### config.mk
export PLATFORM = sky130hd
export DESIGN_NAME = gol_next_gen_flat
export DESIGN_NICKNAME = d
export VERILOG_FILES = /design/src/rtl/gol_next_gen_if.sv /design/src/rtl/gol_next_gen.sv /design/src/flat_wrapper.sv
export SDC_FILE = /design/constraint.sdc
export NUM_CORES = 1
export LEC_CHECK = 0
export CAP_MARGIN = 20
export CORE_ASPECT_RATIO = 0.9
export CORE_MARGIN = 5
export CORE_UTILIZATION = 30
export CTS_CLUSTER_SIZE = 30
export DETAILED_ROUTE_END_ITERATION = 8
export GPL_TIMING_DRIVEN = 0
export SLEW_MARGIN = 20
export SYNTH_ARGS = -nofsm -noshare
export SYNTH_HDL_FRONTEND = slang
export SYNTH_SLANG_ARGS = --single-unit
### constraint.sdc
create_clock -name ph1 -period 5.63 [get_ports ph1]
set_input_delay 1.126 -clock ph1 [delete_from_list [all_inputs] [get_ports ph1]]
set_output_delay 1.126 -clock ph1 [all_outputs]
set_load 0.02 [all_outputs]
### src/rtl/gol_next_gen_if.sv
// Row-file and control bundle between the Game of Life generation engine and its environment.
// The 'stable' signal exists only when GOL_STABLE_DETECT_EN is defined.
interface gol_next_gen_if #(
  parameter int WIDTH   = 8,
  parameter int REGBITS = 3,
  parameter int GENBITS = 16
);
  logic               start;
  logic [WIDTH-1:0]   rd1;
  logic [WIDTH-1:0]   rd2;
  logic [WIDTH-1:0]   rd3;
  logic [REGBITS-1:0] ra;
  logic [REGBITS-1:0] wa;
  logic [WIDTH-1:0]   wd;
  logic               regwrite;
  logic               busy;
  logic               done;
  logic [GENBITS-1:0] gen_count;
`ifdef GOL_STABLE_DETECT_EN
  logic               stable;
`endif

  modport master (
    input  start, rd1, rd2, rd3,
    output ra, wa, wd, regwrite, busy, done, gen_count
`ifdef GOL_STABLE_DETECT_EN
    , output stable
`endif
  );

  modport slave (
    output start, rd1, rd2, rd3,
    input  ra, wa, wd, regwrite, busy, done, gen_count
`ifdef GOL_STABLE_DETECT_EN
    , input stable
`endif
  );
endinterface

### src/rtl/gol_next_gen.sv
// Game of Life generation engine: sweeps the row file, buffers every next row, then commits them.
// Optional GOL_STABLE_DETECT_EN skips the commit and raises 'stable' when no row changed.
module gol_next_gen #(
  parameter int WIDTH   = 8,
  parameter int REGBITS = 3,
  parameter int GENBITS = 16
) (
  input  logic           ph1,
  input  logic           reset,
  gol_next_gen_if.master bus
);
  localparam int ROWS = 2 ** REGBITS;
  localparam logic [REGBITS-1:0] FIRST_ROW = REGBITS'(1);
  localparam logic [REGBITS-1:0] LAST_ROW  = REGBITS'(ROWS - 1);

  // IDLE wait for start | SWEEP read+compute one row/cycle | COMMIT write one row/cycle | DONE pulse done
  typedef enum logic [1:0] {IDLE, SWEEP, COMMIT, DONE} state_t;

  state_t             r_state, w_state_nxt;
  logic [REGBITS-1:0] r_row, w_row_nxt;
  logic [WIDTH-1:0]   r_buf [ROWS];
  logic [REGBITS-1:0] r_wa;
  logic [WIDTH-1:0]   r_wd;
  logic               r_regwrite;
  logic               r_done;
  logic [GENBITS-1:0] r_gen;
  logic [WIDTH+1:0]   w_up, w_mid, w_dn;
  logic [WIDTH-1:0]   w_next_row;
  logic [3:0]         w_n;

  // One dead pad column on each side removes horizontal wrap and edge special cases.
  assign w_up  = {1'b0, bus.rd1, 1'b0};
  assign w_mid = {1'b0, bus.rd2, 1'b0};
  assign w_dn  = {1'b0, bus.rd3, 1'b0};

  always_comb begin
    w_next_row = '0;
    w_n        = '0;
    for (int c = 0; c < WIDTH; c++) begin
      w_n = 4'(w_up[c]) + 4'(w_up[c+1]) + 4'(w_up[c+2]) +
            4'(w_mid[c]) + 4'(w_mid[c+2]) +
            4'(w_dn[c]) + 4'(w_dn[c+1]) + 4'(w_dn[c+2]);
      w_next_row[c] = (w_n == 4'd3) | (w_mid[c+1] & (w_n == 4'd2));
    end
  end

`ifdef GOL_STABLE_DETECT_EN
  logic r_diff, r_stable, w_changed;

  assign w_changed  = r_diff | (w_next_row != bus.rd2);
  assign bus.stable = r_stable;

  always_ff @(posedge ph1 or posedge reset) begin
    if (reset) begin
      r_diff   <= 1'b0;
      r_stable <= 1'b0;
    end else begin
      if (r_state == IDLE)       r_diff <= 1'b0;
      else if (r_state == SWEEP) r_diff <= w_changed;
      if (r_state == DONE)       r_stable <= ~r_diff;
    end
  end
`endif

  always_comb begin
    w_state_nxt = r_state;
    w_row_nxt   = r_row;
    unique case (r_state)
      IDLE: begin
        if (bus.start) begin
          w_state_nxt = SWEEP;
          w_row_nxt   = FIRST_ROW;
        end
      end
      SWEEP: begin
        if (r_row == LAST_ROW) begin
          w_state_nxt = COMMIT;
          w_row_nxt   = FIRST_ROW;
`ifdef GOL_STABLE_DETECT_EN
          if (!w_changed) w_state_nxt = DONE;
`endif
        end else begin
          w_row_nxt = r_row + 1'b1;
        end
      end
      COMMIT: begin
        if (r_row == LAST_ROW) w_state_nxt = DONE;
        else                   w_row_nxt   = r_row + 1'b1;
      end
      DONE:    w_state_nxt = IDLE;
      default: w_state_nxt = IDLE;
    endcase
  end

  always_ff @(posedge ph1 or posedge reset) begin
    if (reset) begin
      r_state    <= IDLE;
      r_row      <= '0;
      r_wa       <= '0;
      r_wd       <= '0;
      r_regwrite <= 1'b0;
      r_done     <= 1'b0;
      r_gen      <= '0;
    end else begin
      r_state    <= w_state_nxt;
      r_row      <= w_row_nxt;
      r_regwrite <= (w_state_nxt == COMMIT);
      r_done     <= (w_state_nxt == DONE);
      if (w_state_nxt == COMMIT) begin
        r_wa <= w_row_nxt;
        r_wd <= r_buf[w_row_nxt];
      end
      if (r_state == DONE) r_gen <= r_gen + 1'b1;
    end
  end

  // Row buffer needs no reset: every entry is rewritten by the sweep before it is committed.
  always_ff @(posedge ph1) begin
    if (r_state == SWEEP) r_buf[r_row] <= w_next_row;
  end

  assign bus.ra        = (r_state == SWEEP) ? r_row : '0;
  assign bus.wa        = r_wa;
  assign bus.wd        = r_wd;
  assign bus.regwrite  = r_regwrite;
  assign bus.busy      = (r_state == SWEEP) || (r_state == COMMIT);
  assign bus.done      = r_done;
  assign bus.gen_count = r_gen;
endmodule

### src/flat_wrapper.sv
// flat-port wrapper written by rule: the top's interface ports become plain ports
module gol_next_gen_flat 
#(
  parameter int WIDTH   = 8,
  parameter int REGBITS = 3,
  parameter int GENBITS = 16
)
  (ph1, reset, bus_start, bus_rd1, bus_rd2, bus_rd3, bus_ra, bus_wa, bus_wd, bus_regwrite, bus_busy, bus_done, bus_gen_count);
  gol_next_gen_if #(.WIDTH(WIDTH), .REGBITS(REGBITS), .GENBITS(GENBITS)) bus_i ();
  input  logic ph1;
  input  logic reset;
  input wire logic [$bits(bus_i.start)-1:0] bus_start;
  input wire logic [$bits(bus_i.rd1)-1:0] bus_rd1;
  input wire logic [$bits(bus_i.rd2)-1:0] bus_rd2;
  input wire logic [$bits(bus_i.rd3)-1:0] bus_rd3;
  output wire logic [$bits(bus_i.ra)-1:0] bus_ra;
  output wire logic [$bits(bus_i.wa)-1:0] bus_wa;
  output wire logic [$bits(bus_i.wd)-1:0] bus_wd;
  output wire logic [$bits(bus_i.regwrite)-1:0] bus_regwrite;
  output wire logic [$bits(bus_i.busy)-1:0] bus_busy;
  output wire logic [$bits(bus_i.done)-1:0] bus_done;
  output wire logic [$bits(bus_i.gen_count)-1:0] bus_gen_count;
  assign bus_i.start = bus_start;
  assign bus_i.rd1 = bus_rd1;
  assign bus_i.rd2 = bus_rd2;
  assign bus_i.rd3 = bus_rd3;
  assign bus_ra = bus_i.ra;
  assign bus_wa = bus_i.wa;
  assign bus_wd = bus_i.wd;
  assign bus_regwrite = bus_i.regwrite;
  assign bus_busy = bus_i.busy;
  assign bus_done = bus_i.done;
  assign bus_gen_count = bus_i.gen_count;
  gol_next_gen #(.WIDTH(WIDTH), .REGBITS(REGBITS), .GENBITS(GENBITS)) u_core (.ph1(ph1), .reset(reset), .bus(bus_i));
endmodule
# Yosys cells after proc, flatten, opt, wreduce, memory -nomap -nowiden
# Memories as Yosys holds them, arrays and structs flattened. A register that Yosys moved wholly into a read port is not among the register bits.
# Cells that the tools add are included.
[word_totals]
register_bits = 26
ram_bits = 64
in_bits = 27
n_memories = 1
[mem_list]
columns = ["memory", "words", "width", "rd", "rd_clocked_by_memory_dff", "write_ports", "line_no", "rtl"]
rows = [
  ["u_core.r_buf", 8, 8, 1, 1, 1, "gol_next_gen.sv:21", "logic [WIDTH-1:0] r_buf [ROWS];"],
]
[classes]
n_addsub = 51
n_eq_ne = 22
n_mux = 11
bitwise_logic = 16
n_reduce_logical = 2
[op_table]
columns = ["op", "count"]
rows = [
  ["$add 4x1->4", 42],
  ["$eq 4x2->1 const B", 16],
  ["$add 16x1->16 const B", 1],
  ["$add 1x1->2", 7],
  ["$mux 3", 4],
  ["$pmux 3 s3", 1],
  ["$and 1x1->1", 8],
  ["$eq 2x2->1 const B", 4],
  ["$or 1x1->1", 8],
  ["$pmux 2 s4", 1],
  ["$mux 2", 3],
  ["$add 3x1->3 const B", 1],
  ["$eq 3x3->1 const B", 1],
  ["$eq 2x1->1 const B", 1],
  ["$logic_not 2->1", 1],
  ["$mux 1", 2],
  ["$logic_or 1x1->1", 1],
]

# Depth between registers and ports, before layout
# Gate-level depths: netlist of the first run.
[logic_depth]
ltp_word = 10
depth_mapped = 11
ltp_nobuf = 11

# Least setup slack after synthesis of the first run
# OpenSTA, ideal clock, no wires.
[synth_timing]
path_kind = "input to register"
start = "input bus_rd1[1]"
end = "memory u_core.r_buf[0][2], data pin"
setup_ps = 264
arrival_time_ps = 3692
t_required_ps = 5366
path_slack_ps = 1674
path_stages = 11
path_buffers = 0
path_cell_list = "ha_1 inv_1 fa_1 fa_1 inv_1 fa_1 inv_1 fa_1 a2111oi_0 a21oi_1 nor3_1"
[synth_between]
elab_chain_len = 10
word_cells_on_any_way = 11
classes_between = "add/sub (7); eq/ne (2); bitwise (2)"
[synth_rtl]
columns = ["element", "line_no", "rtl"]
rows = [
  ["from (decl)", "flat_wrapper.sv:13", "input wire logic [$bits(bus_i.rd1)-1:0] bus_rd1;"],
  ["$add 1x1->2 (*)", "gol_next_gen.sv:40", "w_n = 4'(w_up[c]) + 4'(w_up[c+1]) + 4'(w_up[c+2]) +"],
  ["$add 4x1->4 (*) (2 in a row)", "gol_next_gen.sv:40", ""],
  ["$add 4x1->4 (*) (2 in a row)", "gol_next_gen.sv:41", "4'(w_mid[c]) + 4'(w_mid[c+2]) +"],
  ["$add 4x1->4 (*) (2 in a row)", "gol_next_gen.sv:42", "4'(w_dn[c]) + 4'(w_dn[c+1]) + 4'(w_dn[c+2]);"],
  ["$eq 4x2->1", "gol_next_gen.sv:43", "w_next_row[c] = (w_n == 4'd3) | (w_mid[c+1] & (w_n == 4'd2));"],
  ["$and 1x1->1", "gol_next_gen.sv:43", ""],
  ["$or 1x1->1 (*)", "gol_next_gen.sv:43", ""],
  ["via u_core.w_next_row[2]", "gol_next_gen.sv:28", "logic [WIDTH-1:0] w_next_row;"],
  ["to (decl)", "gol_next_gen.sv:21", ""],
]
# The timed path passes the listed nets; every way through them passes the cells marked *.

# Worst setup path after layout of the first run
[layout_timing]
start = "input bus_rd1[1]"
end = "memory u_core.r_buf[2][1], data pin"
# Same word-level chain as after synthesis.

==> results of run 1 <==
[worst max-delay path: cells and delay by family]
family                   cells  cell delay, ns
adder cells (fa/ha/maj)      5            2.07
buffers and inverters        4            0.66
AND/OR/NAND/NOR              1            0.81
[state kept, by name, indices dropped and copies added (netlist names)]
signal	cells
u_core.r_state	2
u_core.bus.wd	8
u_core.r_row	3
u_core.r_buf	64
u_core.bus.regwrite	1
u_core.bus.wa	3
u_core.bus.done	1
u_core.bus.gen_count	16
[path summary, 6_finish.rpt]
check,start,to,depth (start not counted)
max reg2reg,u_core.r_row[0],u_core.bus.wd[7],11
min,u_core.bus.gen_count[15],u_core.bus.gen_count[15],1
min reg2reg,u_core.bus.gen_count[15],u_core.bus.gen_count[15],1
max in group asynchronous,reset,u_core.r_state[0],2
min in group asynchronous,reset,u_core.bus.gen_count[8],2
max,bus_rd1[1],u_core.r_buf[2][1],10
[synth_stat cells, drive strengths merged (4+ instances only)]
cell type,instances
xor2,4
nand3,4
and2,4
a211oi,10
fa,29
a31oi,11
nor3,12
edfxtp,64
nor2,33
a221o,7
mux2i,12
nand2,30
a21oi,11
clkbuf,7
nor2b,6
xnor2,11
dfrtp,34
buf,5
a211o,5
ha,31
and3,11
inv,74
[power by group through the flow]
stage	clock, uW	sequential [uW]	combinational, uW
global placement	0	1060	1460
floorplan	0	1100	970
global route	631	1070	1650
detailed placement	0	1070	1520
CTS	601	1050	1520
finish	587	1050	1510
[cells by family (layout without fill, tap and decap cells)]
family                   Yosys count  after routing
adder cells (fa/ha/maj)           60             60
XOR/XNOR                          15             15
AO/OA/AOI/OAI                     63             63
flip-flops                        98             98
multiplexers                      14             14
AND/OR/NAND/NOR                  108            108
buffers and inverters             87            163
[stage by stage]
| step | power, uW | hold WS (ns) |
|---|---|---|
| detailed placement | 2580 | 0.467 |
| finish | 3140 | 0.471 |
| global placement | 2520 | 0.461 |
| floorplan | 2070 | 0.582 |
| global route | 3340 | 0.505 |
| CTS | 3170 | 0.480 |
[per-layer routing]
metal,wire (um),vias to the layer above
met5,0,-
met2,5860,85
met4,280,0
met1,5070,1756
li1,-,1672
met3,631,26
[final cells by class]
cell class	count	area [sq um]	area share (%)
Multi-Input combinational cell	260	2240	34.1
Sequential cell	98	2770	42.1
Tap cell	240	300	4.56
Inverter	75	294	4.47
Clock inverter	7	61.3	0.932
Clock buffer	9	225	3.42
Timing Repair Buffer	60	598	9.09
Buffer	12	85.1	1.29
==> flow_summary.json, run 1 <==
{
  "placed_cells_incl_taps": 745,
  "async_flop_share_pct": 34.7,
  "final_layout_size_suffix_gt1_share_pct": 6.14,
  "synthCells": 445,
  "floorplan.die.height_um": 137,
  "dp_worst_setup_slack_ns": 0.622,
  "ctsHtreeMaxLevel": 3,
  "critical_path_peak_fanout": 8,
  "detailroute.via_count": 3539,
  "cts-hold-fix-buffers": 0,
  "fin_crit_ns": 4.67,
  "hpwlAfterDp_um": 8830,
  "finalCritPeriodShare_pct": 82.9,
  "relSlewSlack_pct": 27.5,
  "cts_tree": "done",
  "synth_edf_count": 64,
  "mappedNetlistArea_sq_um": 5380,
  "main_combinational_cell_family_by_area_after_synthesis": "adder cells",
  "mostFrequentLayoutCell": "sky130_fd_sc_hd__inv_1",
  "grt_first_pass_wirelength_um": 18700,
  "slew_violations": 0,
  "die_area_sq_um": 20700,
  "track_usage_pct": 11.8,
  "total_number_of_yosys_warnings": 0,
  "drc_errors": 0,
  "crit_top_cell": "sky130_fd_sc_hd__fa_1",
  "total_of_flip_flops_plus_latches_after_synthesis": 98,
  "fin_tns_setup_ns": 0,
  "layout_common_cells": "sky130_fd_sc_hd__inv_1 (72), sky130_fd_sc_hd__edfxtp_1 (64), sky130_fd_sc_hd__clkdlybuf4s50_1 (59)",
  "synth_area_leader_cell": "sky130_fd_sc_hd__edfxtp_1",
  "tightest_slew_ns": 1.08,
  "grt.met2_usage_pct": 20.6,
  "clkLatencyLatePin_ns": 0.35,
  "floorplan.initialDensity_pct": 30.5,
  "finalWirelength_um": 11800,
  "grt_use_met1_pct": 14.1,
  "power_report.internal_total_uw": 1890,
  "fin_nets": 603,
  "cap_violations": 0,
  "final_hold_fails": 0,
  "floorplan.io_pins": 60,
  "area.growth.synth_to_final_pct": 22.4,
  "switching_share_pct": 39.9,
  "synthAdderAreaFrac_pct": 18.0,
  "fp.dieW_um": 151,
  "synth_largest_type_area_fraction_pct": 35.8,
  "crit_path_top_delay_cell": "sky130_fd_sc_hd__nor3_1",
  "core.rowCount": 46,
  "power_frac_clock_pct": 18.7,
  "muxShareOfSynthArea_pct": 2.65,
  "cp_data_arrival_time_ns": 4.68,
  "antenna_found_initial": 0,
  "core_area_sq_um": 17600,
  "gr-usage-met3_pct": 3.01,
  "power.leakage_uw": 0.00273,
  "startpoint_type": "input pin",
  "worst_clock_skew_ns": 0.00603,
  "max-vdd-ir-drop_v": 0.000217,
  "grt_busiest_layer": "met2",
  "place_area_sq_um": 6290,
  "tritoncts_num_sinks": 98,
  "global_route.overflow_total": 0,
  "insertedDiodeCount": 0,
  "dr.first_iter.drc_count": 158,
  "critical_path_class": "input pin to flop",
  "post-route-util_pct": 37.4,
  "stdcell_count": 761,
  "clk_pin_slew_ns": 0.07,
  "regToRegSetupSlack_ns": 2.74,
  "ys_types": 47,
  "filler_cell_count": 1726,
  "synth.yosys.seq_area_share_pct": 51.6,
  "cts_made_buffers": 9,
  "globalplace.congestion": 0.826,
  "grt_pass1_vias": 3751,
  "stage_delay_of_the_slowest_cell_on_the_critical_path_ns": 0.81,
  "synth-main-ff-cell": "sky130_fd_sc_hd__edfxtp_1",
  "synth_compound_gate_area_share_pct": 8.80,
  "synth_simple_gate_area_share_pct": 9.45,
  "cts_buffer_depth": 2,
  "final_design_area_no_fill_sq_um": 6580,
  "critical_path.cell_chain": "clkdlybuf4s50_1, ha_1, inv_1, fa_1, fa_1, inv_1, fa_1, inv_1, fa_1, nor3_1",
  "hp-class": "flop to flop",
  "viasPerCell": 4.65,
  "cp-end-kind": "flop",
  "route.antenna.remaining_nets": 0,
  "rsz_0062_raised_after_global_routing": "no",
  "power_density_nw_per_um2": 477,
  "post_synth_main_area_contributors": "sky130_fd_sc_hd__edfxtp_1 (36%), sky130_fd_sc_hd__dfrtp_1 (16%), sky130_fd_sc_hd__fa_1 (11%)",
  "data_required_time_at_the_worst_endpoint_ns": 5.64,
  "wl_per_cell_um": 15.6,
  "sequential_cell_fraction_of_total_power_pct": 33.4,
  "cts.repair_timing.setup_buffer_count": 0,
  "synthesis.nets": 532,
  "result_of_the_run": "complete, no violations",
  "largest_net_degree_at_the_start_of_global_routing": 35,
  "syn-mean-instance-area_sq_um": 12.1,
  "post_synth_xor_area_fraction_pct": 2.44,
  "detail_route.first_pass.iterations": 4,
  "cts_root_buffer": "sky130_fd_sc_hd__clkbuf_16",
  "setup_slack_ns": 0.962,
  "maxClockFrequency_mhz": 214,
  "placement.io_buffers": 59,
  "post_cts_resized": 0,
  "p_switching_uw": 1250,
  "setup_viol": 0,
  "comb_power_share_pct": 47.9
}
Power figures use the tool's default switching activity.
==> run 2, diff against run 1 <==
==> constraint.sdc (replaced) <==
create_clock -name ph1 -period 4.4 [get_ports ph1]
set_input_delay 0.88 -clock ph1 [delete_from_list [all_inputs] [get_ports ph1]]
set_output_delay 0.88 -clock ph1 [all_outputs]
set_load 0.02 [all_outputs]
==> flow_summary.json, run 2 (synthesis results as in run 1) <==
{
  "min_delay_worst_endpoint": "u_core.bus.gen_count[15]",
  "core_area_sq_um": 17600,
  "hold_depth": 1,
  "startpoint_type": "input pin",
  "floorplan.initialDensity_pct": 30.5,
  "cp_data_arrival_time_ns": 4.13,
  "ff_latch_area_sq_um": 2770,
  "regToRegSetupSlack_ns": 1.51,
  "floorplan.io_pins": 60,
  "stdcell_count": 761,
  "cpLargestDelayFamily": "adder cells",
  "track_usage_pct": 11.8,
  "rsz_0062_raised_after_global_routing": "no",
  "tightest_slew_ns": 1.07,
  "sequential_cell_fraction_of_total_power_pct": 33.2,
  "fin_crit_ns": 4.05,
  "buffers_inverters_on_critical_path": 4,
  "stage_delay_of_the_slowest_cell_on_the_critical_path_ns": 0.50,
  "worst_hold_slack_ns": 0.471,
  "max-vdd-ir-drop_v": 0.000277,
  "power.leakage_uw": 0.00273,
  "critical_path.cell_chain": "clkdlybuf4s50_1, ha_1, inv_1, fa_1, fa_1, inv_1, fa_1, inv_1, fa_1, nor3_2",
  "finalWirelength_um": 11900,
  "cts_tree": "done",
  "layout_common_cells": "sky130_fd_sc_hd__inv_1 (72), sky130_fd_sc_hd__edfxtp_1 (64), sky130_fd_sc_hd__clkdlybuf4s50_1 (59)",
  "hp-class": "flop to flop",
  "grt_busiest_layer": "met2",
  "die_area_sq_um": 20700,
  "ctsHtreeMaxLevel": 3,
  "cap_violations": 0,
  "max_flop_register": "u_core.r_buf",
  "final_layout_size_suffix_gt1_share_pct": 7.29,
  "slew_violations": 0,
  "placement.io_buffers": 59,
  "relSlewSlack_pct": 28.1,
  "global_route.overflow_total": 0,
  "critical_path_peak_fanout": 8,
  "post-route-util_pct": 37.5,
  "detail_route.first_pass.iterations": 4,
  "switching_share_pct": 40.0,
  "timing.hold.worst.start": "u_core.bus.gen_count[15]",
  "floorplan.die.height_um": 137,
  "worst_clock_skew_ns": 0.00579,
  "antenna_found_initial": 0,
  "power_uw": 4040,
  "setup_viol": 0,
  "p_switching_uw": 1610,
  "clk_pin_slew_ns": 0.07,
  "final_hold_fails": 0,
  "largest_register_ff_count": 64,
  "clkLatencyLatePin_ns": 0.35,
  "crit_top_cell": "sky130_fd_sc_hd__fa_1",
  "maxClockFrequency_mhz": 247,
  "crit_path_top_delay_cell": "sky130_fd_sc_hd__nor3_2",
  "fin_tns_setup_ns": 0,
  "finalCritPeriodShare_pct": 92.1,
  "grt_pass1_vias": 3751,
  "core.rowCount": 46,
  "viasPerCell": 4.66,
  "result_of_the_run": "complete, no violations",
  "cts_buffer_depth": 2,
  "route.antenna.remaining_nets": 0,
  "power_frac_clock_pct": 18.6,
  "power_density_nw_per_um2": 611,
  "cp-end-kind": "flop",
  "grt.met2_usage_pct": 20.6,
  "globalplace.congestion": 0.826,
  "largest_net_degree_at_the_start_of_global_routing": 35,
  "area.growth.synth_to_final_pct": 23.0,
  "grt_first_pass_wirelength_um": 18700,
  "fp.dieW_um": 151,
  "fin_nets": 603,
  "r2r_cells": 11,
  "wl_per_cell_um": 15.6,
  "critical_path_class": "input pin to flop",
  "r2r-end": "u_core.bus.wd[7]",
  "number_of_stages_on_the_worst_setup_path": 10,
  "filler_cell_count": 1724,
  "dr.first_iter.drc_count": 173,
  "placed_cells_incl_taps": 745,
  "hpwlAfterDp_um": 8830,
  "tritoncts_num_sinks": 98,
  "mostFrequentLayoutCell": "sky130_fd_sc_hd__inv_1",
  "comb_power_share_pct": 48.2,
  "power_report.internal_total_uw": 2420,
  "drc_errors": 0,
  "detailroute.via_count": 3543,
  "data_required_time_at_the_worst_endpoint_ns": 4.48,
  "cts_root_buffer": "sky130_fd_sc_hd__clkbuf_16",
  "timing.rr.start": "u_core.r_row[0]",
  "insertedDiodeCount": 0,
  "cts_made_buffers": 9,
  "grt_use_met1_pct": 14.1,
  "gr-usage-met3_pct": 3.01,
  "footprint_of_the_multi_input_gates_sq_um": 2270
}
## run 2: cell count changes in the layout (fill, tap and decap cells not counted)
cell,before,now
sky130_fd_sc_hd__nor3_1,8,2
sky130_fd_sc_hd__nor3_2,4,10
## run 2: how the worst max path moves through the flow
stage / from / end / slack (ns)
final: bus_rd1[1] / u_core.r_buf[2][1] / 0.35
after detailed placement: bus_rd1[1] / u_core.r_buf[2][1] / -0.36
after floorplan: bus_rd1[1] / u_core.r_buf[0][2] / 0.69
after CTS: bus_rd1[1] / u_core.r_buf[0][1] / 0.003
after global placement: bus_rd1[5] / u_core.r_buf[3][6] / -0.18
after global routing: bus_rd1[1] / u_core.r_buf[2][1] / 0.13
## run 2: what timing repair did
action	in CTS	in global routing
setup buffers	0	0
endpoints found under the setup margin	0	48
gates resized for setup	0	6
hold buffers	0	0
## run 2: through the flow
step	setup slack, ns	area [sq um]
5_1_grt	0.126	6610
2_1_floorplan	0.690	5380
3_3_place_gp	-0.176	6270
4_1_cts	0.00337	6580
3_5_place_dp	-0.362	6290
6_report	0.345	6610
## run 2: power by group through the flow
stage	combinational [uW]	sequential (uW)	clock [uW]
after global routing	2130	1360	807
after detailed placement	1940	1360	0
after floorplan	1240	1400	0
after CTS	1950	1340	769
after global placement	1870	1350	0
final	1940	1340	752
## run 2: layout make-up
type / count / share of cell area [%]
Sequential cell: 98 / 41.9
Multi-Input combinational cell: 260 / 34.4
Timing Repair Buffer: 60 / 9.05
Tap cell: 240 / 4.54
Inverter: 75 / 4.45
Clock buffer: 9 / 3.41
Buffer: 12 / 1.29
Clock inverter: 7 / 0.928
## run 2: worst register-to-register path, delay by kind of cell (launching register included)
kind | cells | cell delay (ns)
simple gates | 2 | 0.26
flops | 1 | 0.52
compound gates | 4 | 0.72
buf+inv | 2 | 0.55
fa+ha+maj | 3 | 0.77
## run 2: routing by layer
layer	up-vias	routed length (um)	part of all wire, %
met4	0	285	2.4
met2	100	5900	50
met3	26	660	5.6
met1	1746	5040	42
li1	1671	-	-
met5	-	0	0
==> run 3, diff against run 2 <==
==> constraint.sdc (replaced) <==
create_clock -name ph1 -period 4.9 [get_ports ph1]
set_input_delay 0.98 -clock ph1 [delete_from_list [all_inputs] [get_ports ph1]]
set_output_delay 0.98 -clock ph1 [all_outputs]
set_load 0.02 [all_outputs]
==> results of run 3 <==
Same layout as run 1 (identical final DEF). Status: complete, no violations.
Among the figures that moved: setup slack after placement 0.622 ns -> 0.0376 ns; setup slack after layout 0.962 ns -> 0.378 ns; register-to-register setup slack 2.74 ns -> 2.01 ns; total power 3140 uW -> 3610 uW; worst IR drop on VDD 0.000217 V -> 0.000249 V
==> edit, RTL diff (settings of run 2) <==
`REGBITS` is set to 3 in 3 places; all go to 2.
--- a/src/rtl/gol_next_gen_if.sv
+++ b/src/rtl/gol_next_gen_if.sv
@@ -4,3 +4,3 @@
   parameter int WIDTH   = 8,
-  parameter int REGBITS = 3,
+  parameter int REGBITS = 2,
   parameter int GENBITS = 16
--- a/src/rtl/gol_next_gen.sv
+++ b/src/rtl/gol_next_gen.sv
@@ -4,3 +4,3 @@
   parameter int WIDTH   = 8,
-  parameter int REGBITS = 3,
+  parameter int REGBITS = 2,
   parameter int GENBITS = 16
--- a/src/flat_wrapper.sv
+++ b/src/flat_wrapper.sv
@@ -4,3 +4,3 @@
   parameter int WIDTH   = 8,
-  parameter int REGBITS = 3,
+  parameter int REGBITS = 2,
   parameter int GENBITS = 16
Ports: changed (resized bus_ra and bus_wa); port bits go from 60 to 58. The function was not compared with the original's and may differ.
==> edit against run 2 <==
Wire length shrank 37%. Final area shrank 22%. Power shrank 23%. Clock skew grew 0.0042 ns. Worst setup slack lost 0.024 ns. Count of clock-buffer cells in the layout grew 3. Global-route usage shrank 1.8 points. Synthesized area shrank 24%. First-iteration DRC count shrank 43%. Clock power shrank 11%. Sequential cell count shrank 34. Utilization grew 1.1 points. Sequential share of layout area shrank 7.7 points. Highest routed layer unchanged.
==> edit: results (changes against run 2) <==
- The met3 track demand over resource came to 3.161% (+0.15 points).
- The depth of the worst register-to-register path was 8 (-3).
- The source-to-sink clock delay at the later pin of the worst-skew pair was 0.33 ns (-0.02 ns).
- The largest single stage delay on the critical path is 0.49 ns.
- The total number of vias was 2502 (-29%).
- The switching part of the total power is 35.22% (-4.7 points).
- The number of global-route vias before repair came to 2711 (-28%).
- The starting DRC count in detailed routing is 98 (-43%).
- The total of buffers placed on input and output ports came to 57 (-3.4%).
- The headroom to the max-slew limit was 56.21% (+28 points).
- The antenna diode count came to 0 (unchanged).
- The final net count is 490 (-19%).
- Yosys attributes the largest share of cell area to sky130_fd_sc_hd__edfxtp_1, sky130_fd_sc_hd__dfrtp_1, sky130_fd_sc_hd__fa_1, sky130_fd_sc_hd__ha_1, sky130_fd_sc_hd__inv_1.
- The cell leakage power was 2.336 nW (-14%).
- The met1 track demand over resource is 13.29% (-0.82 points).
- The first-pass GRT wire length came to 12990 um (-31%).
- The async set-reset flop share out of synthesis is 50.00% (+15 points).
- The last weighted congestion value of the routability-driven placer is 0.7947 (-3.8%).
- The synthesized net count is 422 (-21%).
- The buffers inserted during post-CTS setup optimization was 0 (unchanged).
- The clock skew is 0.009991 ns (+0.004201 ns).
- The met2 usage is 15.96% (-4.6 points).
- The number of distinct library cell variants in the gate-level netlist after synthesis is 40 (-15%).
- The run finished with clean final reports.
- Counting instances in the post-synthesis netlist gives the leading cell types as sky130_fd_sc_hd__inv_1, sky130_fd_sc_hd__ha_1, sky130_fd_sc_hd__dfrtp_1, sky130_fd_sc_hd__edfxtp_1, sky130_fd_sc_hd__fa_1.
- The flip-flop count of the largest register, all copies and words added came to 32 (-50%).
- The arrival time at the worst endpoint is 4.16 ns (+0.03 ns).
- The maximum number of pins on one net before global-route repair is 33 (-5.7%).
- The post-CTS clock slew at the launch and capture registers of the worst setup and hold paths is 0.05 ns (-0.02 ns).
- The placed wire-length estimate is 6012 um (-32%).
- The routed wire length per instance came to 13.01 um (-17%).
- The number of enable flip-flop cells after synthesis was 32 (-50%).
- The fraction of layout instances using a drive strength above 1 is 9.606% (+2.3 points).
- The cell area reported after detailed placement is 4851 um^2 (-23%).
- The average size of a mapped cell is 12.22 um^2 (+1.2%).
- The all-layer global routing usage is 10.07% (-1.8 points).
- The largest voltage drop on the vdd net is 0.2191 mV (-21%).
- The share of the yosys chip area belonging to registers came to 43.28% (-8.3 points).
- The startpoint of the worst register-to-register path is u_core.r_state[0].
- The highest net fanout along the worst path is 4 (-4).
- The register-to-register path setup slack is 2.19 ns (+0.68 ns).
- The slowest stage of the critical path is the sky130_fd_sc_hd__fa_1 cell.
## edit: changes by cell type after synthesis, sizes merged, moves of 8 or more
cell	before	now
a211oi	10	2
a31oi	11	3
and3	11	2
edfxtp	64	32
mux2	2	11
nand2	30	12
nor2	33	13
## edit: per-stage QoR
stage                     setup WS (ns)  hold WS (ns)  cells  TNS [ns]  util [%]
after floorplan                  0.8402        0.5822    333         0         -
after global placement          0.01909        0.4619    558         0     36.44
after detailed placement        -0.1190        0.4763    558   -0.6478     36.44
after CTS                        0.2226        0.4845    574         0     38.55
after global routing             0.1088        0.5143    574         0     38.59
final                            0.3215        0.4723    574         0     38.59
## edit: how the worst max path moves through the flow
stage / depth (start not counted) / start / endpoint / slack, ns
after floorplan: 11 / bus_rd1[1] / u_core.r_buf[0][2] / 0.84
after global placement: 12 / bus_rd1[4] / u_core.r_buf[3][4] / 0.02
after detailed placement: 12 / bus_rd1[3] / u_core.r_buf[1][4] / -0.12
after CTS: 12 / bus_rd1[3] / u_core.r_buf[3][4] / 0.22
after global routing: 12 / bus_rd1[1] / u_core.r_buf[3][2] / 0.11
final: 12 / bus_rd1[2] / u_core.r_buf[3][2] / 0.32
## edit: layout make-up
cell class	count	area, um^2
Inverter	70	262.8
Buffer	5	52.55
Tap cell	168	210.2
Fill cell	1292	8175
Sequential cell	64	1762
Multi-Input combinational cell	194	1998
Clock buffer	12	236.5
Timing Repair Buffer	57	570.5
Clock inverter	4	45.04
## edit: layer usage
metal  vias up  wire (um)
met5         -          0
met4         0         96
met3         9        371
met2        63       3439
met1      1205       3558
li1       1225          -
## edit: power by group through the flow
stage | logic, mW | clock network [mW] | registers (mW)
global placement | 1.47 | 0 | 0.947
CTS | 1.52 | 0.681 | 0.944
finish | 1.48 | 0.668 | 0.940
detailed placement | 1.52 | 0 | 0.954
global route | 1.65 | 0.711 | 0.964
floorplan | 0.986 | 0 | 1.01
## edit: logic make-up after synthesis
| kind of cell | count (synthesis) | share of synthesized area [%] |
|---|---|---|
| flip-flops | 64 | 43.28 |
| buffers and inverters | 75 | 7.747 |
| multiplexers | 29 | 8.300 |
| AO/OA/AOI/OAI | 22 | 4.334 |
| adder cells (fa/ha/maj) | 62 | 24.41 |
| XOR/XNOR | 15 | 3.228 |
| AND/OR/NAND/NOR | 66 | 8.699 |
